## config.mk

```make
export PLATFORM = sky130hd
export DESIGN_NAME = genesis_pad_poller
export DESIGN_NICKNAME = d
export VERILOG_FILES = /design/src/rtl/genesis_pad_poller.sv
export SDC_FILE = /design/constraint.sdc
export NUM_CORES = 1
export LEC_CHECK = 0
export CAP_MARGIN = 40
export CORE_MARGIN = 2
export CORE_UTILIZATION = 40
export CTS_CLUSTER_SIZE = 20
export DETAILED_ROUTE_END_ITERATION = 12
export GPL_ROUTABILITY_DRIVEN = 1
export PLACE_DENSITY_LB_ADDON = 0.1
export SETUP_SLACK_MARGIN = 0.3
export SLEW_MARGIN = 40
export SYNTH_ARGS = -nofsm -noshare
export SYNTH_HDL_FRONTEND = slang
export SYNTH_SLANG_ARGS = --single-unit
```

## constraint.sdc

```tcl
create_clock -name iCLK -period 3.42 [get_ports iCLK]
set_clock_uncertainty 0.1 [all_clocks]
set_input_delay 0.684 -clock iCLK [delete_from_list [all_inputs] [get_ports iCLK]]
set_output_delay 0.684 -clock iCLK [all_outputs]
set_load 0.01 [all_outputs]
```

## src/rtl/genesis_pad_poller.sv

```systemverilog
// Frame-synchronous scanner for two Genesis pad ports: 8-phase TH sequence per port, pad classification, 12-bit decode.
// Optional feature macro: GENPAD_AUTOPOLL_EN (free-running autopoll trigger ORed with the vblank edge).
module genesis_pad_poller #(
  parameter int PHASE_TICKS    = 500,
  parameter int SETTLE_TICKS   = 32,
  parameter int COOLDOWN_TICKS = 75000,
  parameter int AUTOPOLL_TICKS = 1000000
) (
  input  logic        iCLK,
  input  logic        iRESET,
  input  logic        iVBLANK,
  input  logic [5:0]  iPAD1,
  input  logic [5:0]  iPAD2,
  output logic        oSELECT1,
  output logic        oSELECT2,
  output logic [11:0] oPAD1_DECODED,
  output logic [11:0] oPAD2_DECODED,
  output logic [1:0]  oPAD1_TYPE,
  output logic [1:0]  oPAD2_TYPE,
  output logic        oBUSY,
  output logic        oPOLL_DONE
);

  localparam int TICK_W = $clog2(PHASE_TICKS + 1);
  localparam int COOL_W = $clog2(COOLDOWN_TICKS + 1);

  typedef enum logic [1:0] {
    ST_IDLE     = 2'd0,
    ST_PHASE    = 2'd1,
    ST_COOLDOWN = 2'd2
  } state_t;

  state_t              state_reg, state_next;
  logic                port_reg, port_next;
  logic [2:0]          phase_reg, phase_next;
  logic [TICK_W-1:0]   tick_reg, tick_next;
  logic [COOL_W-1:0]   cool_reg, cool_next;
  logic                pending_reg, pending_next;
  logic                done_reg, done_next;
  logic                vblank_prev_reg;
  logic                trig_reg;
  logic                trig_src;
  logic                phase_end;
  logic                last_phase;
  logic                cool_end;

  if (PHASE_TICKS <= SETTLE_TICKS || COOLDOWN_TICKS < 1 || AUTOPOLL_TICKS < 1) begin : g_cfg_check
    $error("genesis_pad_poller: PHASE_TICKS must exceed SETTLE_TICKS; tick counts must be positive");
  end

  assign phase_end  = (tick_reg == TICK_W'(PHASE_TICKS - 1));
  assign last_phase = phase_end && (phase_reg == 3'd7);
  assign cool_end   = (cool_reg == COOL_W'(COOLDOWN_TICKS - 1));

`ifdef GENPAD_AUTOPOLL_EN
  localparam int AP_W = $clog2(AUTOPOLL_TICKS + 1);
  logic [AP_W-1:0] ap_reg;
  logic            ap_hit;

  assign ap_hit   = (ap_reg == AP_W'(AUTOPOLL_TICKS - 1));
  assign trig_src = (iVBLANK & ~vblank_prev_reg) | ap_hit;

  // Restarting on an accepted IDLE trigger keeps autopolls a full period away from vblank polls.
  always_ff @(posedge iCLK or posedge iRESET) begin
    if (iRESET) begin
      ap_reg <= '0;
    end else if (ap_hit || (state_reg == ST_IDLE && trig_reg)) begin
      ap_reg <= '0;
    end else begin
      ap_reg <= ap_reg + AP_W'(1);
    end
  end
`else
  assign trig_src = iVBLANK & ~vblank_prev_reg;
`endif

  // The trigger is registered once, so a poll starts one cycle after the detecting edge.
  always_ff @(posedge iCLK or posedge iRESET) begin
    if (iRESET) begin
      state_reg       <= ST_IDLE;
      port_reg        <= 1'b0;
      phase_reg       <= 3'd0;
      tick_reg        <= '0;
      cool_reg        <= '0;
      pending_reg     <= 1'b0;
      done_reg        <= 1'b0;
      vblank_prev_reg <= 1'b1;
      trig_reg        <= 1'b0;
    end else begin
      state_reg       <= state_next;
      port_reg        <= port_next;
      phase_reg       <= phase_next;
      tick_reg        <= tick_next;
      cool_reg        <= cool_next;
      pending_reg     <= pending_next;
      done_reg        <= done_next;
      vblank_prev_reg <= iVBLANK;
      trig_reg        <= trig_src;
    end
  end

  always_comb begin
    state_next   = state_reg;
    port_next    = port_reg;
    phase_next   = phase_reg;
    tick_next    = tick_reg;
    cool_next    = cool_reg;
    pending_next = pending_reg;
    done_next    = 1'b0;

    case (state_reg)
      ST_IDLE: begin
        if (trig_reg) begin
          state_next = ST_PHASE;
          port_next  = 1'b0;
          phase_next = 3'd0;
          tick_next  = '0;
        end
      end

      ST_PHASE: begin
        if (trig_reg) begin
          pending_next = 1'b1;
        end
        if (phase_end) begin
          tick_next = '0;
          if (phase_reg == 3'd7) begin
            phase_next = 3'd0;
            if (port_reg) begin
              state_next = ST_COOLDOWN;
              cool_next  = '0;
              done_next  = 1'b1;
            end else begin
              port_next = 1'b1;
            end
          end else begin
            phase_next = phase_reg + 3'd1;
          end
        end else begin
          tick_next = tick_reg + TICK_W'(1);
        end
      end

      ST_COOLDOWN: begin
        cool_next = cool_reg + COOL_W'(1);
        if (cool_end) begin
          // A trigger landing on the final cooldown cycle is folded into pending.
          if (pending_reg || trig_reg) begin
            pending_next = 1'b0;
            state_next   = ST_PHASE;
            port_next    = 1'b0;
            phase_next   = 3'd0;
            tick_next    = '0;
          end else begin
            state_next = ST_IDLE;
          end
        end else if (trig_reg) begin
          pending_next = 1'b1;
        end
      end

      default: begin
        state_next = ST_IDLE;
      end
    endcase
  end

  assign oBUSY      = (state_reg == ST_PHASE) || (state_reg == ST_COOLDOWN);
  assign oPOLL_DONE = done_reg;

  for (genvar gi = 0; gi < 2; gi++) begin : g_port
    logic [5:0]  pad_lines;
    logic        active;
    logic        sample;
    logic        commit;
    logic        select;
    logic [11:0] shadow_reg;
    logic        has3_reg;
    logic        has6_reg;
    logic        ok6_reg;
    logic [11:0] decoded_reg, decoded_next;
    logic [1:0]  type_reg, type_next;

    assign pad_lines = (gi == 0) ? iPAD1 : iPAD2;
    assign active    = (state_reg == ST_PHASE) && (port_reg == 1'(gi));
    assign sample    = active && (tick_reg == TICK_W'(SETTLE_TICKS));
    assign commit    = active && last_phase;
    assign select    = ~(active & phase_reg[0]);

    // Shadow layout matches the decoded word: {Z,Y,X,M,S,C,B,A,U,D,L,R}.
    always_ff @(posedge iCLK or posedge iRESET) begin
      if (iRESET) begin
        shadow_reg <= '0;
        has3_reg   <= 1'b0;
        has6_reg   <= 1'b0;
        ok6_reg    <= 1'b0;
      end else if (sample) begin
        case (phase_reg)
          3'd0: begin
            shadow_reg[6] <= ~pad_lines[5];
            shadow_reg[5] <= ~pad_lines[4];
            shadow_reg[3] <= ~pad_lines[3];
            shadow_reg[2] <= ~pad_lines[2];
            shadow_reg[1] <= ~pad_lines[1];
            shadow_reg[0] <= ~pad_lines[0];
          end
          3'd1: begin
            shadow_reg[7] <= ~pad_lines[5];
            shadow_reg[4] <= ~pad_lines[4];
            has3_reg      <= (pad_lines[1:0] == 2'b00);
          end
          3'd5: has6_reg <= (pad_lines[3:0] == 4'b0000);
          3'd6: shadow_reg[11:8] <= ~pad_lines[3:0];
          3'd7: ok6_reg <= (pad_lines[3:0] == 4'b1111);
          default: ;
        endcase
      end
    end

    always_comb begin
      decoded_next = {4'b0000, shadow_reg[7:0]};
      type_next    = 2'd1;
      if (!has3_reg) begin
        decoded_next = {6'b000000, shadow_reg[6:5], 1'b0, shadow_reg[3:0]};
        type_next    = 2'd0;
      end else if (has6_reg && ok6_reg) begin
        decoded_next = shadow_reg;
        type_next    = 2'd2;
      end else if (has6_reg) begin
        type_next = 2'd3;
      end
    end

    // Word and type change on the same edge so a reader never sees a mixed result.
    always_ff @(posedge iCLK or posedge iRESET) begin
      if (iRESET) begin
        decoded_reg <= '0;
        type_reg    <= 2'd0;
      end else if (commit) begin
        decoded_reg <= decoded_next;
        type_reg    <= type_next;
      end
    end
  end

  assign oSELECT1      = g_port[0].select;
  assign oSELECT2      = g_port[1].select;
  assign oPAD1_DECODED = g_port[0].decoded_reg;
  assign oPAD2_DECODED = g_port[1].decoded_reg;
  assign oPAD1_TYPE    = g_port[0].type_reg;
  assign oPAD2_TYPE    = g_port[1].type_reg;

endmodule

```

==> run summary, run 1 <==
Setup violations remaining at the end of the flow were counted as 0. The cell count after synthesis came out at 447. Max-cap violations in this run came to 0. After detailed routing, the average wire length per cell comes to 15.7 um.

Clock tree synthesis selected as its root buffer the cell clkbuf_16. The critical path start-end classification is register to output port. For the pin with the worst max-slew slack, the measured transition is 0.742 ns. The clock drives 94 sinks. Among all flip-flop cells after synthesis, the most frequent one is dfrtp_1. For the worst-skew pair, the clock arrives at the later sink with an insertion delay of 0.34 ns. After layout, the minimum clock period comes to 2.90 ns. The tools report the core occupancy in the finished layout as 0.490. The origin of the worst setup path was state_reg[1]. The synthesized area was 4620 um^2; the total congestion overflow after global routing was 0. In this run the tool buffered the top-level ports with 46 buffer cells. Summed over all cells, the static leakage comes to 2.33 nW. In this run, the number of DRC markers left after iteration 0 of detailed routing was 165. The global-route usage over all layers is 0.173, and the wire length of the first global-routing pass is 17500 um. TritonCTS created 9 clock buffers. For this block, the routed nets add up to 10100 um of wire.

On the worst path, the slowest cell contributes a delay of 0.53 ns. In this run the deepest clock path goes through 2 buffers. For the final routed database, the setup TNS stands at 0 ns. For the power share of the combinational group, the log shows 0.186. The congestion estimate from routability-driven global placement came to 0.795. The flop and latch count out of synthesis is 94. Number of max-slew violations in the final report: 0. The final hold violation count is 0.

Setup repair after global routing left no endpoint under its margin. The tools report the clock share of power as 0.363. Row generation in the floorplan step produced 39 rows.

Path category of the worst min-delay check: register to register. The tools report the depth of the CTS H-tree as 3. For this run, the post-layout net count is 521. The die is 111 um tall. The filler cells instantiated in the layout total 1094. The worst hold path passes through 2 cells. VDD sags by at most 0.297 mV.

Amount of wire on met2 after detailed routing: 4890 um. The logs give 3502 for the overall via count from detail_route and 474 for the net count of the mapped netlist. The worst hold path terminates at oPAD2_DECODED[10]. The run gives 0 as the post-cts gate resize count. The pre-antenna-repair detailed-routing pass consisted of 4 iterations. The run gives 0.88 ns as the slack of the worst reg-to-reg path. The maximum clock rate was 345 MHz. The number of instances in the placed design came out at 626.

The post-placement cell area was 5260 um^2. The share of the cycle needed by the critical path after routing is 0.848. For this design, the slowest cell found on the critical path is clkdlybuf4s50_1. The run gives 642 as the filler-free cell count of the finished design. The number of flip-flops under the largest register name works out to 24.

In this run the critical register-to-register path is captured at cool_reg[10]. Startpoint of the most critical hold path: oPAD2_DECODED[10]. The number of antenna violations at the first check in global routing is 0, and the number of enable flip-flop cells after synthesis is 0.

The via count of the first global-routing pass was 3492. After clock tree synthesis, the setup repair step added 0 buffers. The number of distinct library cells after synthesis is 57, and the total die area is 12400 um^2. The run gives 0 as the synthesis warning total. The cell count of the worst reg-to-reg path was 6. The run finished with clean final reports.

Power spread over the standard cell area amounts to 477 nW/um^2. The core area is 11300 um^2, and the largest fanout of any net on the critical path is 13. STA puts the critical path data arrival time at 2.12 ns. The proportion of synthesized flip-flops having asynchronous set or reset is 1.00, and the I/O pin total is 47. Once layout is done, the placed cells without fillers occupy 5540 um^2. The worst register-to-register path begins at state_reg[1]. For the count of antenna diodes in the layout, the log shows 0. The HPWL after detailed placement is 7070 um.

The sequential element share of the synthesized area is 0.510, and the starting density of the core is 0.408. Traced cell by cell, the critical path runs through inv_1 -> ha_1 -> nand3_1 -> clkdlybuf4s50_1. The average via count per standard cell was 5.45; the data required time at the worst endpoint was 2.64 ns. The area growth from synthesis to final layout was 20.1%. Wire segments on met3 add up to 276 um in the final route.

Switching part of the total power: 0.299. The worst max-slew margin expressed relative to the limit was 0.503; the synthesized area divided by synthesized cell count was 10.3 um^2. Across all hold checks on the routed design, the worst slack comes to 0.384 ns. The detail route stage leaves a number of antenna-violating nets equal to 0.

The tools report the capturing element type of the critical path as an output port. The internal power of the cells totals 1.85 mW. The run gives 0.450 as the sequential group share of total power.

In this run the horizontal extent of the chip is 111 um. The proportion of layout cells with a drive suffix above 1 was 0.0942. STA classifies the critical path startpoint as a register. After detailed routing, no signal wire sits above met4.

TritonCTS built the clock tree. In the final routing, the length of wire on met1 measures 4820 um. After clock tree synthesis, the clock-pin slew on the worst setup and hold paths is 0.07 ns. The run gives 0 as the remaining routing DRC violations.

Entering global routing, the biggest net connects 52 pins. Buffers inserted to repair hold after CTS numbered 0. Summed over all nets, the switching power comes to 0.791 mW.
## layer usage
metal,up-vias,track usage
met4,0,0.0543
met3,6,0.0452
li1,1728,-
met2,61,0.282
met5,-,0
met1,1707,0.229
## worst max-delay path by stage
stage | to
after CTS | oSELECT2
after detailed placement | oSELECT2
after global routing | oSELECT2
after floorplan | oPAD1_DECODED[0]
after global placement | cool_reg[16]
final | oSELECT2
## layout make-up
type | count | area, um^2 | share of cell area
Clock buffer | 10 | 229 | 0.0413
Timing Repair Buffer | 53 | 526 | 0.0948
Sequential cell | 94 | 2350 | 0.425
Clock inverter | 6 | 53.8 | 0.00970
Multi-Input combinational cell | 303 | 2080 | 0.374
Inverter | 33 | 128 | 0.0230
Tap cell | 143 | 179 | 0.0323
## cell families (layout without fill, tap and decap cells)
group,count (synthesis),count (layout),synth area share
simple gates,158,158,0.201
compound gates,102,102,0.144
flops,94,94,0.510
buf+inv,50,102,0.0434
mux,31,31,0.0694
fa+ha+maj,12,12,0.0325
## metrics by stage
stage          worst slack (ns)  power [mW]
2_1_floorplan              1.05        1.55
3_3_place_gp              0.888        1.70
3_5_place_dp              0.899        1.71
4_1_cts                   0.520        2.69
5_1_grt                   0.413        2.79
6_report                  0.518        2.64
## synth_stat cells, types with 3 or more instances
| master | count | share of area |
|---|---|---|
| nand2b_1 | 9 | 0.012 |
| or4_1 | 6 | 0.0098 |
| clkbuf_1 | 14 | 0.011 |
| a22o_1 | 6 | 0.011 |
| o21ai_0 | 44 | 0.048 |
| nand3_1 | 28 | 0.030 |
| nor3_1 | 5 | 0.0054 |
| nor2_1 | 7 | 0.0057 |
| o211ai_1 | 6 | 0.0098 |
| or3_1 | 3 | 0.0041 |
| inv_1 | 33 | 0.027 |
| mux2_2 | 8 | 0.020 |
| nand4_1 | 12 | 0.016 |
| nand4b_1 | 5 | 0.0095 |
| a21oi_1 | 12 | 0.013 |
| mux2i_1 | 23 | 0.050 |
| nand2_1 | 45 | 0.037 |
| ha_1 | 12 | 0.033 |
| dfrtp_1 | 93 | 0.50 |
| o31ai_1 | 18 | 0.029 |
| nor2b_1 | 7 | 0.0095 |
| and3_1 | 11 | 0.015 |
## critical path, delay by kind of cell, from the launching register on
kind                       cells  cell delay [ns]
adders and majority gates      1             0.49
buffers and inverters          2             0.64
and+or+nand+nor                1             0.24
DFF                            1             0.40
## cell usage in the layout, fill, tap and decap left out, drive strengths merged, types with 3 or more instances in the layout
master         count
buf                7
nand4b             5
a22o               6
o211ai             6
o21ai             45
and4               3
nor3               7
nand4             12
or3                3
mux2               8
nor2b              7
nor2               7
nand2             46
and3              12
dfrtp             93
mux2i             23
o31ai             18
or4                6
o41ai              4
clkdlybuf4s50     46
nor4               4
nand3             28
ha                12
inv               35
nand2b             9
a21oi             12
clkbuf            10
## power groups by stage
stage	clock, mW	combinational [mW]	sequential, mW
after floorplan	0	0.350	1.20
after detailed placement	0	0.497	1.21
after CTS	0.999	0.500	1.19
after global routing	1.04	0.556	1.20
final	0.960	0.493	1.19
after global placement	0	0.489	1.21
No activity file was read; power rests on OpenSTA's default activity.
==> run 2, diff against run 1 <==
==> constraint.sdc (replaced) <==
create_clock -name iCLK -period 2.52 [get_ports iCLK]
set_clock_uncertainty 0.1 [all_clocks]
set_input_delay 0.504 -clock iCLK [delete_from_list [all_inputs] [get_ports iCLK]]
set_output_delay 0.504 -clock iCLK [all_outputs]
set_load 0.01 [all_outputs]
==> run 2 against run 1 <==
Critical path depth up 1. Worst setup slack worse by 0.21 ns. Global-route usage down 0.28 points. Via count up 2.1%. Cell area up 4.9%. Critical endpoint is now state_reg[0].
==> run summary, run 2 (synthesis results as in run 1) <==
Starting density of the core: 0.408 (unchanged). The leakage power is 2.45 nW (was 2.33 nW), and the area growth from synthesis to final layout is 26.0% (was 20.1%). The number of buffers inserted by hold repair at cts was 0 (unchanged); the iteration-0 DRC count of the detailed router was 226 (was 165). The run gives 0 (unchanged) as the total congestion overflow after global routing. Path category of the worst min-delay check: register to register (unchanged). Most frequent cells in the layout: dfrtp_1, nand2_1, o21ai_0 (was dfrtp_1, clkdlybuf4s50_1, nand2_1). The tools report the worst max-slew margin expressed relative to the limit as 0.544 (was 0.503). The critical path start-end classification was register to register (was register to output port). TritonCTS built the clock tree. Ordered list of cells on the worst path: or4b_4 -> o41ai_4 -> buf_6 -> nand3_2 -> mux2_4 (was inv_1 -> ha_1 -> nand3_1 -> clkdlybuf4s50_1). For the slack of the worst reg-to-reg path, the log shows 0.31 ns (was 0.88 ns). The tools report the critical path startpoint category as a register (unchanged).

The depth of the CTS H-tree came out at 3 (unchanged). Count of standard-cell rows: 39 (unchanged). For the total negative slack, the log shows 0 ns (unchanged). The flow ran to the end, and the final reports show no timing, DRC or antenna violations. The number of max-slew violations in the final report came out at 0 (unchanged).

The CTS root buffer is clkbuf_16 (unchanged). The tools report the remaining routing DRC violations as 0 (unchanged). The tools report the post-placement cell area as 5350 um^2 (was 5260 um^2). For the filler cell count in the final layout, the log shows 1071 (was 1094). The power density over the cells came out at 642 nW/um^2 (was 477 nW/um^2).

The number of nets still failing antenna checks after routing came out at 0 (unchanged). The y dimension of the die was 111 um (unchanged). The largest fanout of any net on the critical path was 6 (was 13).

The largest net degree at the start of global routing is 95 (was 52), and the routed length per instance is 15.2 um (was 15.7 um). The worst supply voltage drop on vdd is 0.365 mV (was 0.297 mV). The number of nets in the layout was 544 (was 521). The number of flip-flops under the largest register name is 24 (unchanged).

The run gives 3401 (was 3492) as the via count of the first global-routing pass. For the wire length of the first global-routing pass, the log shows 17300 um (was 17500 um). The final instance area came out at 5820 um^2 (was 5540 um^2). The run gives 0 (unchanged) as the count of antenna diodes in the layout. The largest stage delay on the critical path was 0.58 ns (was 0.53 ns). Detailed placement HPWL: 6830 um (was 7070 um). The clock slew at the register clock pins of the worst setup and hold paths works out to 0.07 ns (about the same).

The number of max-cap violations came out at 0 (unchanged). The I/O pin total was 47 (unchanged); the filler-free cell count of the finished design was 665 (was 642). The number of clock sinks was 94 (unchanged). The slowest cell on the critical path was or4b_4 (was clkdlybuf4s50_1). Setup repair after global routing could not meet its margin everywhere.

The overall via count from detail_route is 3576 (was 3502), and the later-pin clock latency in the skew report is 0.34 ns (about the same). The final hold violation count was 0 (unchanged). The average via count per standard cell was 5.38 (was 5.45); the proportion of layout cells with a drive suffix above 1 was 0.153 (was 0.0942). The weighted congestion at the end of routability-driven global placement was 0.832 (was 0.795); the number of buffer cells added on primary ports was 46 (unchanged). The TritonCTS buffer count came out at 9 (unchanged). Timing would allow up to 452 MHz. The data required time at the worst endpoint is 2.64 ns (about the same), and the shortest period the worst path allows is 2.21 ns.

For the final count of negative-setup-slack endpoints, the log shows 0 (unchanged). The width of the die works out to 111 um (unchanged). Commonest non-fill, non-tap cell in the layout: dfrtp_1 (unchanged).

The final setup slack of the worst path is 0.308 ns (was 0.518 ns). Core area: 11300 um^2 (unchanged). The capturing element type of the critical path was a register (was an output port). The tools report the final routed wirelength across all metal layers as 10100 um (about the same). Length of the first detailed-routing pass in iterations: 4 (unchanged).

The share of the cycle needed by the critical path after routing was 0.878; the number of instances in the placed design was 638 (was 626). The minimum setup slack after placement is 0.227 ns (was 0.899 ns). The number of antenna violations at the first check in global routing came out at 0 (unchanged).

Measured slew at the worst slew-check pin: 0.679 ns (was 0.742 ns). The tools report the global-route usage over all layers as 0.170 (was 0.173). The total die area was 12400 um^2 (unchanged); the data arrival time of the worst path was 2.33 ns (was 2.12 ns). The run gives 2 (unchanged) as the maximum buffer depth of the clock tree.
## run 2: cell count changes in the layout (fill, tap and decap cells not counted), moves of 2 or more
cell / previous run / this run
ha_4: 0 / 3
buf_4: 6 / 27
nor4_2: 2 / 0
dlygate4sd2_1: 0 / 3
buf_6: 0 / 2
ha_1: 12 / 9
clkdlybuf4s50_1: 46 / 43
nor4_4: 1 / 3
## run 2: final cells by class
| cell class | count | area, um^2 | share of cell area |
|---|---|---|---|
| multi-input cells | 303 | 2160 | 0.372 |
| clock buffers | 10 | 239 | 0.0411 |
| well taps | 143 | 179 | 0.0308 |
| inverters | 33 | 128 | 0.0219 |
| repair buffers | 76 | 702 | 0.121 |
| clock inverters | 6 | 51.3 | 0.00882 |
| flip-flops and latches | 94 | 2350 | 0.405 |
## run 2: per-stage QoR
step,hold WS (ns),utilization,power [mW]
after floorplan,0.362,-,2.11
after global placement,0.361,0.473,2.33
after detailed placement,0.370,0.473,2.35
after CTS,0.386,0.501,3.72
after global routing,0.409,0.514,3.94
final,0.377,0.514,3.74
## run 2: what timing repair did
| item | CTS | global route |
|---|---|---|
| cloned | 0 | 1 |
| buffers inserted | 3 | 7 |
| pin swaps | 1 | 5 |
| setup endpoints to repair | 13 | 31 |
| resized for setup | 5 | 19 |
## run 2: critical path: cells and delay by family (launching register included)
kind	cells	cell delay, ns
mux	1	0.31
buf+inv	1	0.19
flops	1	0.41
simple gates	2	0.65
compound gates	1	0.44
## run 2: worst paths after layout
path                                  startpoint  cells after the start                  to
worst max-delay path                 cool_reg[8]                      5        state_reg[0]
worst min-delay path            oPAD2_DECODED[4]                      2    oPAD2_DECODED[4]
worst max register to register       cool_reg[8]                      5        state_reg[0]
worst min register to register  oPAD2_DECODED[4]                      2    oPAD2_DECODED[4]
max in group asynchronous                 iRESET                      3  g_port[0].has3_reg
min in group asynchronous                 iRESET                      3         cool_reg[4]
## run 2: power by group
group          total [mW]  switching, mW  internal (mW)
Combinational       0.804          0.441          0.363
Clock                1.31          0.604          0.710
Sequential           1.62         0.0618           1.56
## run 2: metal layers
metal / wire length [um] / vias to the layer above / global-route usage
li1: - / 1772 / -
met1: 4830 / 1734 / 0.237
met2: 4810 / 61 / 0.268
met3: 314 / 9 / 0.0376
met4: 138 / 0 / 0.0535
met5: 0 / - / 0
==> run 3, diff against run 2 <==
--- a/config.mk
+++ b/config.mk
@@ -12,6 +12,7 @@
 export DETAILED_ROUTE_END_ITERATION = 12
 export GPL_ROUTABILITY_DRIVEN = 1
 export PLACE_DENSITY_LB_ADDON = 0.1
+export RECOVER_POWER = 50
 export SETUP_SLACK_MARGIN = 0.3
 export SLEW_MARGIN = 40
 export SYNTH_ARGS = -nofsm -noshare
==> run 3 against run 2 <==
Register-to-register slack got worse by 0.06 ns. Largest cell class unchanged. Maximum frequency is 2.6% lower. Flip-flop and latch count did not move. Wire length about the same. Critical path type unchanged. Power decreased by 0.13%. Count of clock-buffer cells in the layout stayed put. Global-route usage is the same. Sequential share of layout area up 0.16 points. Non-clock buffer count is the same. Critical path depth is the same.
==> run summary, run 3 (synthesis results as in run 1) <==
Number of flip-flops under the largest register name: 24 (unchanged). The data required time at the worst endpoint is 2.64 ns (about the same). The share of the cycle needed by the critical path after routing came out at 0.901 (was 0.878). The tools report the origin of the worst setup path as cool_reg[3] (was cool_reg[8]). Ordered list of cells on the worst path: or4b_1 -> o41ai_4 -> buf_6 -> nand3_2 -> mux2_4 (was or4b_4 -> o41ai_4 -> buf_6 -> nand3_2 -> mux2_4). CTS root buffer: clkbuf_16 (unchanged). For the worst max-slew margin expressed relative to the limit, the log shows 0.144 (was 0.544).

The largest net degree at the start of global routing came out at 95 (unchanged). The average via count per standard cell is 5.38 (unchanged), and the final routed wirelength across all metal layers is 10100 um (about the same). For the filler cell count in the final layout, the log shows 1074 (was 1071). The tools report the leakage power as 2.47 nW (was 2.45 nW).

The filler-free cell count of the finished design is 665 (unchanged). Number of buffer cells added on primary ports: 46 (unchanged). The y dimension of the die came out at 111 um (unchanged). The wire length of the first global-routing pass is 17300 um (unchanged), and the via count of the first global-routing pass is 3401 (unchanged). Slowest cell on the critical path: or4b_1 (was or4b_4).

The number of max-cap violations came out at 0 (unchanged). The tools report the number of clock sinks as 94 (unchanged). The largest fanout of any net on the critical path was 6 (unchanged).

The run gives 2 (unchanged) as the maximum buffer depth of the clock tree. Most frequent cells in the layout: dfrtp_1, nand2_1, o21ai_0 (unchanged). The measured slew at the worst slew-check pin is 1.28 ns (was 0.679 ns). The power density over the cells was 644 nW/um^2 (was 642 nW/um^2). For the final hold violation count, the log shows 0 (unchanged). The proportion of layout cells with a drive suffix above 1 works out to 0.148 (was 0.153).

The final count of negative-setup-slack endpoints came out at 0 (unchanged). The logs give 3576 (unchanged) for the overall via count from detail_route and 9 (unchanged) for the TritonCTS buffer count. The tools report the total congestion overflow after global routing as 0 (unchanged). Global-route usage over all layers: 0.170 (unchanged).

The core area was 11300 um^2 (unchanged); the buffer and inverter count on the worst path was 1 (unchanged). The tools report the I/O pin total as 47 (unchanged). The kind of cell with the highest combined delay on the critical path is simple AND/OR/NAND/NOR gates (unchanged). The run gives 4 (unchanged) as the length of the first detailed-routing pass in iterations. The tools report the starting density of the core as 0.408 (unchanged). Final setup slack of the worst path: 0.250 ns (was 0.308 ns). The path category of the worst min-delay check is register to register (unchanged). The shortest period the worst path allows works out to 2.27 ns (was 2.21 ns). For the number of nets still failing antenna checks after routing, the log shows 0 (unchanged). The run gives 0.364 mV (was 0.365 mV) as the worst supply voltage drop on vdd.

The critical register-to-register path startpoint was cool_reg[3] (was cool_reg[8]). The weighted congestion at the end of routability-driven global placement was 0.832 (unchanged); the area growth from synthesis to final layout was 25.5% (was 26.0%). The tools report the capturing element type of the critical path as a register (unchanged). For the data arrival time of the worst path, the log shows 2.39 ns (was 2.33 ns).

The critical path startpoint category is a register (unchanged). Number of nets in the layout: 544 (unchanged). The critical path start-end classification was register to register (unchanged). For the number of antenna violations at the first check in global routing, the log shows 0 (unchanged).

The commonest non-fill, non-tap cell in the layout is dfrtp_1 (unchanged). The largest stage delay on the critical path is 0.60 ns (was 0.58 ns), and the number of instances in the placed design is 638 (unchanged). The tools report the later-pin clock latency in the skew report as 0.34 ns (about the same). For the count of antenna diodes in the layout, the log shows 0 (unchanged). For the total power consumption of the routed design, the log shows 3.73 mW (was 3.74 mW).

TritonCTS built the clock tree. For the detailed placement HPWL, the log shows 6830 um (unchanged). The clock slew at the register clock pins of the worst setup and hold paths works out to 0.07 ns (about the same).

The tools report the startpoint of the most critical hold path as oPAD2_DECODED[7] (was oPAD2_DECODED[4]). The width of the die is 111 um (unchanged), and the depth of the CTS H-tree is 3 (unchanged). The total negative slack is 0 ns (unchanged), and the maximum clock rate is 440 MHz (was 452 MHz). The remaining routing DRC violations is 0 (unchanged), and the iteration-0 DRC count of the detailed router is 240 (was 226).

The minimum setup slack after placement came out at 0.227 ns (unchanged). The run gives 0 (unchanged) as the number of max-slew violations in the final report. Setup repair after global routing could not meet its margin everywhere. The worst hold slack across all endpoints was 0.375 ns (was 0.377 ns); the count of standard-cell rows was 39 (unchanged). The flow ran to the end, and the final reports show no timing, DRC or antenna violations.

The total die area was 12400 um^2 (unchanged). The routed length per instance works out to 15.2 um (about the same).
## run 3: cell count changes in the layout (fill, tap and decap cells not counted)
cell,previous run,this run
clkbuf_2,0,1
clkbuf_1,0,1
or4b_1,0,1
buf_4,27,25
and4bb_1,0,1
clkdlybuf4s50_1,43,34
and4bb_2,1,0
or4b_4,2,1
buf_12,1,0
dlygate4sd3_1,0,9
clkbuf_4,0,1
## run 3: area by class of cell
cell class / instances / area (um^2) / area share
Timing Repair Buffer: 76 / 683 / 0.118
Sequential cell: 94 / 2350 / 0.406
Clock buffer: 10 / 239 / 0.0412
Tap cell: 143 / 179 / 0.0309
Inverter: 33 / 128 / 0.0220
Clock inverter: 6 / 51.3 / 0.00885
Multi-Input combinational cell: 303 / 2160 / 0.373
## run 3: metal layers
| metal | vias to the layer above | global-route usage | share of wire |
|---|---|---|---|
| met2 | 53 | 0.268 | 0.47 |
| met1 | 1744 | 0.237 | 0.49 |
| met3 | 9 | 0.0376 | 0.027 |
| li1 | 1770 | - | - |
| met5 | - | 0 | 0 |
| met4 | 0 | 0.0535 | 0.014 |
## run 3: tightest hold or removal path: cells and delay by family, from the launching register on
| kind | cells | cell delay [ns] |
|---|---|---|
| AO/OA/AOI/OAI | 1 | 0.06 |
| AND/OR/NAND/NOR | 1 | 0.04 |
| flip-flops | 1 | 0.34 |
## run 3: power by group
part           internal, mW  switching [mW]  total (mW)
Combinational         0.361           0.438       0.799
Sequential             1.56          0.0622        1.62
Clock                 0.710           0.604        1.31
Total                  2.63            1.10        3.73
## run 3: through the flow
stage               cell area, um^2  utilization
finish                         5800        0.512
floorplan                      4630            -
global placement               5350        0.473
detailed placement             5350        0.473
CTS                            5680        0.501
global route                   5800        0.512
## run 3: final timing paths
check                                     endpoint  slack (ns)  cells past startpoint
min in group asynchronous  g_port[1].shadow_reg[1]        0.88                      3
max in group asynchronous              cool_reg[3]        0.57                      3
setup reg to reg                      state_reg[0]        0.25                      5
hold reg to reg                   oPAD2_DECODED[7]        0.38                      2
hold / removal                    oPAD2_DECODED[7]        0.38                      2
setup / recovery                      state_reg[0]        0.25                      5
## run 3: what timing repair did
| action | in CTS | in global routing |
|---|---|---|
| pin swaps | 1 | 5 |
| setup endpoints to repair | 13 | 31 |
| hold buffers | 0 | 0 |
| resized for setup | 5 | 19 |
| gates cloned | 0 | 1 |
| buffers inserted | 3 | 7 |
